==> src/rtl/uart_pkg.sv <==
// Shared definitions for the UART transmit arbiter: FSM encoding, byte width,
// default watchdog limit and a constant-friendly ceil(log2) helper.
package uart_pkg;

    localparam int BYTE_W             = 8;
    localparam int TIMEOUT_CYCLES_DEF = 512;

    typedef logic [1:0] state_t;

    localparam state_t S_IDLE      = 2'd0;
    localparam state_t S_LOAD      = 2'd1;
    localparam state_t S_WAIT_ACT  = 2'd2;
    localparam state_t S_WAIT_DONE = 2'd3;

    function automatic int clog2(input int value);
        int r;
        r = 0;
        for (int i = 0; i < 31; i++) begin
            if ((1 << i) < value) r = i + 1;
        end
        return r;
    endfunction

endpackage

==> src/rtl/uart_tx_arbiter_rr_pick.sv <==
// Combinational round-robin picker: while a packet lock is held only the owner
// may be chosen, otherwise the first valid requester at or after rr_ptr wins.
module rr_pick
    import uart_pkg::*;
#(
    parameter  int N_REQ = 4,
    localparam int IDW   = clog2(N_REQ)
) (
    input  logic [N_REQ-1:0] req_i,
    input  logic [IDW-1:0]   rr_ptr_i,
    input  logic             lock_i,
    input  logic [IDW-1:0]   owner_i,
    output logic             gnt_valid_o,
    output logic [IDW-1:0]   gnt_id_o
);

    always_comb begin
        int idx;
        idx         = 0;
        gnt_valid_o = 1'b0;
        gnt_id_o    = '0;
        if (lock_i) begin
            gnt_valid_o = req_i[owner_i];
            gnt_id_o    = owner_i;
        end else begin
            // Walk offsets from farthest to nearest so the nearest hit is kept.
            for (int k = N_REQ - 1; k >= 0; k--) begin
                idx = int'(rr_ptr_i) + k;
                if (idx >= N_REQ) idx = idx - N_REQ;
                if (req_i[idx]) begin
                    gnt_valid_o = 1'b1;
                    gnt_id_o    = IDW'(idx);
                end
            end
        end
    end

endmodule

==> src/rtl/uart_tx_arbiter.sv <==
// Shares one 8N1 UART transmitter between N_REQ packet streams, arbitrating
// round-robin at packet boundaries, with a sticky watchdog for a stuck transmitter.
module uart_tx_arbiter
    import uart_pkg::*;
#(
    parameter  int N_REQ          = 4,
    parameter  int TIMEOUT_CYCLES = TIMEOUT_CYCLES_DEF,
    localparam int IDW            = clog2(N_REQ)
) (
    input  logic                     clk,
    input  logic                     rst_n,
    input  logic [N_REQ-1:0]         req_valid,
    input  logic [BYTE_W*N_REQ-1:0]  req_data,
    input  logic [N_REQ-1:0]         req_last,
    output logic [N_REQ-1:0]         req_ready,
    output logic                     tx_start,
    output logic [BYTE_W-1:0]        tx_din,
    input  logic                     tx_active,
    input  logic                     tx_done,
    output logic [IDW-1:0]           grant_id,
    output logic                     busy,
    output logic                     timeout_err,
    input  logic                     err_clear
);

    localparam int             WDW     = clog2(TIMEOUT_CYCLES) + 1;
    localparam logic [WDW-1:0] WD_LAST = WDW'(TIMEOUT_CYCLES - 1);

    state_t             state_q, state_d;
    logic [BYTE_W-1:0]  din_q, din_d;
    logic               last_q, last_d;
    logic [IDW-1:0]     gid_q, gid_d;
    logic [IDW-1:0]     rr_ptr_q, rr_ptr_d;
    logic               lock_q, lock_d;
    logic [WDW-1:0]     wd_q, wd_d;
    logic               err_q, err_d;

    logic               gnt_valid;
    logic [IDW-1:0]     gnt_id;
    logic               accept;
    logic               waiting;
    logic               done_hit;
    logic               wd_fire;

    function automatic logic [IDW-1:0] ptr_after(input logic [IDW-1:0] g);
        if (int'(g) == N_REQ - 1) return '0;
        return g + IDW'(1);
    endfunction

    rr_pick #(.N_REQ(N_REQ)) u_pick (
        .req_i       (req_valid),
        .rr_ptr_i    (rr_ptr_q),
        .lock_i      (lock_q),
        .owner_i     (gid_q),
        .gnt_valid_o (gnt_valid),
        .gnt_id_o    (gnt_id)
    );

    // A still-running frame (e.g. across our own reset) holds off any new grant.
    assign accept   = (state_q == S_IDLE) && !tx_active && gnt_valid;
    assign waiting  = (state_q == S_WAIT_ACT) || (state_q == S_WAIT_DONE);
    assign done_hit = (state_q == S_WAIT_DONE) && tx_done;
    assign wd_fire  = waiting && (wd_q == WD_LAST) && !done_hit;

    always_ff @(posedge clk or negedge rst_n) begin
        if (!rst_n) state_q <= S_IDLE;
        else        state_q <= state_d;
    end

    always_comb begin
        state_d = state_q;
        case (state_q)
            S_IDLE:      if (accept) state_d = S_LOAD;
            S_LOAD:      state_d = S_WAIT_ACT;
            S_WAIT_ACT:  if (wd_fire) state_d = S_IDLE;
                         else if (tx_active) state_d = S_WAIT_DONE;
            S_WAIT_DONE: if (done_hit || wd_fire) state_d = S_IDLE;
            default:     state_d = S_IDLE;
        endcase
    end

    always_comb begin
        req_ready = '0;
        if (accept) req_ready[gnt_id] = 1'b1;
        tx_start  = (state_q == S_LOAD);
        busy      = (state_q != S_IDLE) || lock_q;
    end

    always_comb begin
        din_d    = din_q;
        last_d   = last_q;
        gid_d    = gid_q;
        lock_d   = lock_q;
        rr_ptr_d = rr_ptr_q;
        wd_d     = wd_q;
        err_d    = err_q;
        if (accept) begin
            din_d  = req_data[int'(gnt_id)*BYTE_W +: BYTE_W];
            last_d = req_last[gnt_id];
            gid_d  = gnt_id;
            lock_d = 1'b1;
            wd_d   = '0;
        end
        if (waiting) wd_d = wd_q + WDW'(1);
        if (done_hit && last_q) begin
            lock_d   = 1'b0;
            rr_ptr_d = ptr_after(gid_q);
        end
        // Abandon the packet on a watchdog fire; a same-cycle clear loses.
        if (err_clear) err_d = 1'b0;
        if (wd_fire) begin
            lock_d   = 1'b0;
            rr_ptr_d = ptr_after(gid_q);
            err_d    = 1'b1;
        end
    end

    always_ff @(posedge clk or negedge rst_n) begin
        if (!rst_n) begin
            din_q    <= '0;
            last_q   <= 1'b0;
            gid_q    <= '0;
            rr_ptr_q <= '0;
            lock_q   <= 1'b0;
            wd_q     <= '0;
            err_q    <= 1'b0;
        end else begin
            din_q    <= din_d;
            last_q   <= last_d;
            gid_q    <= gid_d;
            rr_ptr_q <= rr_ptr_d;
            lock_q   <= lock_d;
            wd_q     <= wd_d;
            err_q    <= err_d;
        end
    end

    assign tx_din      = din_q;
    assign grant_id    = gid_q;
    assign timeout_err = err_q;

endmodule

==> config.mk <==
export PLATFORM = sky130hd
export DESIGN_NAME = uart_tx_arbiter
export DESIGN_NICKNAME = d
export VERILOG_FILES = /design/src/rtl/uart_pkg.sv /design/src/rtl/uart_tx_arbiter_rr_pick.sv /design/src/rtl/uart_tx_arbiter.sv
export SDC_FILE = /design/constraint.sdc
export NUM_CORES = 1
export LEC_CHECK = 0
export ABC_AREA = 1
export CELL_PAD_IN_SITES_DETAIL_PLACEMENT = 0
export CELL_PAD_IN_SITES_GLOBAL_PLACEMENT = 2
export CORE_AREA = 3 3 116 74
export DETAILED_ROUTE_END_ITERATION = 12
export DIE_AREA = 0 0 119 77
export PLACE_DENSITY = 0.8
export SLEW_MARGIN = 20
export SYNTH_ARGS = -nofsm -noshare
export SYNTH_HDL_FRONTEND = slang
export SYNTH_SLANG_ARGS = --single-unit
==> constraint.sdc <==
create_clock -name clk -period 4.1 [get_ports clk]
set_input_delay 0.82 -clock clk [delete_from_list [all_inputs] [get_ports clk]]
set_output_delay 0.82 -clock clk [all_outputs]
set_load 0.01 [all_outputs]
==> reports/metrics.cfg, run 1 <==
[place]
hpwlAfterDp_mm = 4.436
globalplace.congestion = 0.8095
postPlaceCellArea_um2 = 2690
port_buffers = 61

[global_routing]
grt_overflow = 0
grt_use_total_pct = 11.89
antenna_found_initial = 0
grt_max_degree = 28
grt_pass1_wl_mm = 9.052
grt_pass1_vias = 1887

[synthesis]
netlist_top_cells_count = nand2_1 (78), inv_1 (51), nand3_1 (43)
syn_area_per_cell_um2 = 6.680
synth_compound_area_share_pct = 11.35
synth_fp_nets = 339
synthMuxAreaShare_pct = 0
yosys-top-cells-area = dfrtp_1 (35%), nand2_1 (15%), nand3_1 (11%)
yosys_warnings = 0
synth-xor-area-share_pct = 0
ys_async_sr_fraction_pct = 100.0
yosys.area_share.simple_pct = 39.83
yosysMostFrequentCell = nand2_1
ys_ff_latch = 27
synthCells = 292
synth_top_family_by_area = simple AND/OR/NAND/NOR gates
synth_edf_count = 0
synth_top_area_share_pct = 34.64
synth_area_um2 = 1951
ys.flop_type = dfrtp_1
synth_top_area_cell = dfrtp_1
post_synth_fa_ha_maj_area_fraction_pct = 1.283
synth_cell_type_count = 39
ys_seq_area_share_pct = 34.64

[sta]
period_share_pct = 90.42
whs_ns = 0.4878
max_freq_mhz = 269.7
rsz0062_at_grt = false
finalClockSkew_ns = 0.01108
finalSetupTns_ns = 0
setup_viol = 0
tightest_slew_ns = 0.4278
slew_viol_final = 0
slew_headroom_pct = 71.48
finalHoldViolations = 0
fin_crit_ns = 3.707

[setup_path]
start_kind = input pin
crit_family = buffers and inverters
cp_slowest_stage_delay_ns = 0.57
arrival_ns = 2.89
cp_cell_sequence = clkdlybuf4s50_1 > inv_1 > o21ai_1 > nand2_1 > nand3_2 > nand2_1 > nand2_1 > nand3_2 > nand2_4 > nand2_1 > nor2_1 > clkdlybuf4s50_1
cp_num_buf_inv = 3
crit_slowest_cell = clkdlybuf4s50_1
cp_common_cell = nand2_1
required_ns = 3.28
cp_max_fo = 7
path_class = input pin to primary output
end_kind = primary output

[detailed_routing]
wl_per_cell_um = 11.91
vias = 1977
antenna_left = 0
drc = 0
vias_per_cell = 4.270
drt_iter0_drc = 72
drt_wl_total_mm = 5.515
dr.pass1.iters = 4

[floorplanning]
num_rows = 25
die_w_um = 119
io_pins = 62
die_y_um = 77
die_area_um2 = 9163
initial_utilization_pct = 25.45
coreArea_um2 = 7664

[layout]
synthToLayoutAreaGrowth_pct = 42.14
layout-drive-gt1-share_pct = 9.014
finalNetCount = 403
fillerInstances = 835
design_area_um2 = 2773
diodes = 0

[clock_network]
cts_tree = done
clock_path_buffers = 2
cts_setup_buffers = 0
clk_pin_slew_ns = 0.07
htree_levels = 1
cts.sinks = 27
cts-root-buf = clkbuf_16
clk_latency_ns = 0.27
cts_made_buffers = 3
cts_repair_resize_count = 0
cts_hold_buffers = 0

[job]
cap_viol_max_count = 0

[power]
finalPower_uw = 1776
peakVddDrop_mv = 0.1820
leakagePower_uw = 0.001342
power.density_nw_per_um2 = 640.5

[min_path]
min_path_type = flop to flop

[run_status]
status = finished, final reports clean

==> worst paths after layout <==
kind | to | depth (start not counted) | slack, ns | start
max | req_ready[0] | 12 | 0.39 | req_valid[3]
max in group asynchronous | lock_q | 2 | 2.88 | rst_n
min | tx_din[0] | 2 | 0.49 | tx_din[0]
min reg2reg | tx_din[0] | 2 | 0.49 | tx_din[0]
min in group asynchronous | wd_q[3] | 2 | 0.94 | rst_n
max reg2reg | tx_din[4] | 13 | 2.03 | rr_ptr_q[0]
==> worst min-delay path: cells and delay by family, from the launching register on <==
kind / cells / cell delay [ns]
DFF: 1 / 0.35
and+or+nand+nor: 2 / 0.10
==> cells in the final DEF, fill, tap and decap left out, types with 3 or more instances in the layout <==
cell and n:
nand3_1 43, inv_1 51, o21ai_1 4, or2_2 7, nor2_1 22, o21bai_1 3
nand2_1 78, buf_4 5, dfrtp_1 27, a21oi_1 5, clkdlybuf4s50_1 61, o21ai_0 8
nand2_2 6, clkbuf_16 3, nand4_1 3
==> routing by layer <==
layer / up-vias / GRT usage [%] / part of all wire (%)
li1: 1051 / - / -
met1: 870 / 17.21 / 52
met2: 54 / 17.63 / 40
met3: 2 / 3.685 / 7.1
met4: 0 / 1.734 / 0.38
met5: - / 0 / 0
==> kinds of logic (layout without fill, tap and decap cells) <==
group	count (synthesis)	after routing
compound gates	32	32
fa+ha+maj	2	2
buf+inv	61	124
flops	27	27
simple gates	170	170
==> registers in the layout, summed over array words and instances, names as in the netlist <==
register,cells
grant_id,2
last_q,1
lock_q,1
rr_ptr_q,2
state_q,2
timeout_err,1
tx_din,8
wd_q,10
==> metrics by stage <==
stage / worst slack (ns) / std cells / util [%]
2_1_floorplan: 1.418 / 292 / -
3_3_place_gp: 0.3398 / 459 / 35.10
3_5_place_dp: 0.3972 / 459 / 35.10
4_1_cts: 0.3723 / 463 / 36.18
5_1_grt: 0.1854 / 463 / 36.18
6_report: 0.3926 / 463 / 36.18
==> power breakdown <==
group,total (uW),internal [uW],switching (uW)
registers,510,378,132
clock network,227,133,94.8
logic,1040,447,592
==> cell type report <==
class                   instances  area (um2)  area share, %
multi-input cells             204        1023          36.91
flip-flops and latches         27       675.6          24.37
repair buffers                 66       648.1          23.38
inverters                      54       207.7          7.491
well taps                     108       135.1          4.874
clock buffers                   3       75.07          2.708
clock inverters                 1       7.507         0.2708
Power figures use the tool's default switching activity.
==> run 2: changes to the inputs <==
Settings changed: CORE_AREA 3 3 116 74 to 2 2 115 73, CTS_CLUSTER_SIZE set to 40, DIE_AREA 0 0 119 77 to 0 0 117 75.
==> run 2 against run 1 <==
Utilization stayed put. Clock skew up 0.0013 ns. Largest cell class unchanged. Global-route usage increased by 1.6 points. Largest power group unchanged. Total power decreased by 0.37%. Non-clock buffer count is the same.
==> reports/metrics.cfg, run 2 (synthesis results as in run 1) <==
[clock_network]
cts_setup_buffers = 0  ; unchanged
cts_tree = done
clk_pin_slew_ns = 0.06  ; about the same
cts.sinks = 27  ; unchanged
cts_made_buffers = 3  ; unchanged
htree_levels = 1  ; unchanged
cts_hold_buffers = 0  ; unchanged
clk_latency_ns = 0.27  ; about the same
cts_repair_resize_count = 0  ; unchanged
cts-root-buf = clkbuf_16
clock_path_buffers = 2  ; unchanged

[detailed_routing]
drt_wl_total_mm = 5.383  ; -2.4%
antenna_left = 0  ; unchanged
dr.pass1.iters = 4  ; unchanged
drt_iter0_drc = 106  ; +47%
drc = 0  ; unchanged
vias = 1981  ; +0.20%
vias_per_cell = 4.279  ; +0.20%
wl_per_cell_um = 11.63  ; -2.4%

[sta]
finalHoldViolations = 0  ; unchanged
fin_crit_ns = 3.709  ; +0.001123 ns
finalClockSkew_ns = 0.01242  ; +0.001340 ns
slew_headroom_pct = 70.84  ; -0.64 points
finalSetupTns_ns = 0  ; unchanged
max_freq_mhz = 269.6  ; about the same
setup_viol = 0  ; unchanged
tightest_slew_ns = 0.4374  ; +0.009575 ns
rsz0062_at_grt = false
slew_viol_final = 0  ; unchanged
period_share_pct = 90.45  ; about the same

[layout]
largest_register = wd_q
layout-drive-gt1-share_pct = 9.014  ; unchanged
synthToLayoutAreaGrowth_pct = 42.14  ; unchanged
finalNetCount = 403  ; unchanged
fin_util_pct = 36.18  ; unchanged
final_common_cell = nand2_1
diodes = 0  ; unchanged
fillerInstances = 848  ; +1.6%
largest_register_ffs = 10  ; unchanged
layout_common_cells = nand2_1 (78), clkdlybuf4s50_1 (61), inv_1 (51)
regArea_um2 = 675.6  ; unchanged
multiInputGateArea_um2 = 1023  ; unchanged

[min_path]
worstHoldStart = tx_din[6]
min_path_type = flop to flop
hold_depth = 2  ; unchanged
holdPathEnd = tx_din[6]

[power]
internal_power_uw = 957.1  ; about the same
leakagePower_uw = 0.001342  ; unchanged
power.density_nw_per_um2 = 638.1  ; -0.37%
p_sw_uw = 812.2  ; -0.79%
seqPwrFrac_pct = 28.8  ; about the same
clock_power_share_pct = 13.0  ; +0.2 points
swShare_pct = 45.90  ; -0.19 points
power_frac_comb_pct = 58.2  ; -0.3 points
peakVddDrop_mv = 0.2013  ; +11%

[floorplanning]
coreArea_um2 = 7664  ; unchanged
initial_utilization_pct = 25.45  ; unchanged
die_area_um2 = 8775  ; -4.2%
io_pins = 62  ; unchanged
die_w_um = 117  ; -1.7%
die_y_um = 75  ; -2.6%
num_rows = 25  ; unchanged

[global_routing]
grt_overflow = 0  ; unchanged
grt_use_total_pct = 13.46  ; +1.6 points
grt_pass1_vias = 1922  ; +1.9%
antenna_found_initial = 0  ; unchanged
grt_pass1_wl_mm = 9.225  ; +1.9%
grt_max_degree = 28  ; unchanged

[setup_path]
required_ns = 3.28  ; about the same
arrival_ns = 2.89  ; about the same
end_kind = primary output
start_kind = input pin
cp_max_fo = 5  ; -2
regToRegEndpoint = tx_din[4]
worstReg2RegStart = rr_ptr_q[0]
worstRegToRegCells = 11  ; -2
path_class = input pin to primary output
reg2reg_slack_ns = 2.00  ; -0.03 ns

[place]
globalplace.congestion = 0.8391  ; +3.7%
port_buffers = 61  ; unchanged
hpwlAfterDp_mm = 4.301  ; -3.0%

[run_status]
status = finished, final reports clean

[job]
cap_viol_max_count = 0  ; unchanged

run 2: critical path: stages:
cell,delay [ns]
clkdlybuf4s50_1,0.45
inv_1,0.06
o21ai_1,0.23
nand2_1,0.13
nand3_2,0.11
nand2_1,0.05
nand2_1,0.06
nand3_2,0.10
nand2_4,0.10
nand2_1,0.08
nor2_1,0.13
clkdlybuf4s50_1,0.57
run 2: routing by layer:
metal  global-route usage [%]  wire length (um)  up-vias
li1                         -                 -     1053
met1                    19.63              2840      859
met2                    19.40              2032       67
met3                    5.233               496        2
met4                    1.569                13        0
met5                        0                 0        -
run 2: worst max path at each step:
stage	from	end	cells after the start
5_1_grt	req_valid[3]	req_ready[2]	10
3_5_place_dp	req_valid[3]	req_ready[2]	10
2_1_floorplan	req_valid[3]	req_ready[1]	11
4_1_cts	req_valid[3]	req_ready[2]	10
3_3_place_gp	req_valid[3]	req_ready[0]	12
6_report	req_valid[3]	req_ready[0]	12
run 2: layout make-up:
type,instances,share of cell area [%]
Sequential cell,27,24.37
Clock inverter,1,0.2708
Timing Repair Buffer,66,23.38
Clock buffer,3,2.708
Inverter,54,7.491
Multi-Input combinational cell,204,36.91
Tap cell,108,4.874
run 2: power by group through the flow:
| stage | Clock, uW | Combinational (uW) | Sequential, uW |
|---|---|---|---|
| final | 230 | 1030 | 509 |
| after global routing | 254 | 1180 | 529 |
| after CTS | 238 | 1050 | 510 |
| after detailed placement | 0 | 1050 | 512 |
| after global placement | 0 | 1050 | 515 |
| after floorplan | 0 | 742 | 478 |
run 2: per-stage QoR:
| stage | cells | cell area, um2 | worst slack (ns) | total power, uW | hold slack (ns) |
|---|---|---|---|---|---|
| 6_report | 463 | 2773 | 0.3915 | 1769 | 0.4889 |
| 5_1_grt | 463 | 2773 | 0.2065 | 1967 | 0.5036 |
| 4_1_cts | 463 | 2773 | 0.3967 | 1798 | 0.4937 |
| 3_5_place_dp | 459 | 2690 | 0.4195 | 1557 | 0.4717 |
| 3_3_place_gp | 459 | 2690 | 0.3982 | 1564 | 0.4652 |
| 2_1_floorplan | 292 | 1951 | 1.418 | 1220 | 0.4654 |
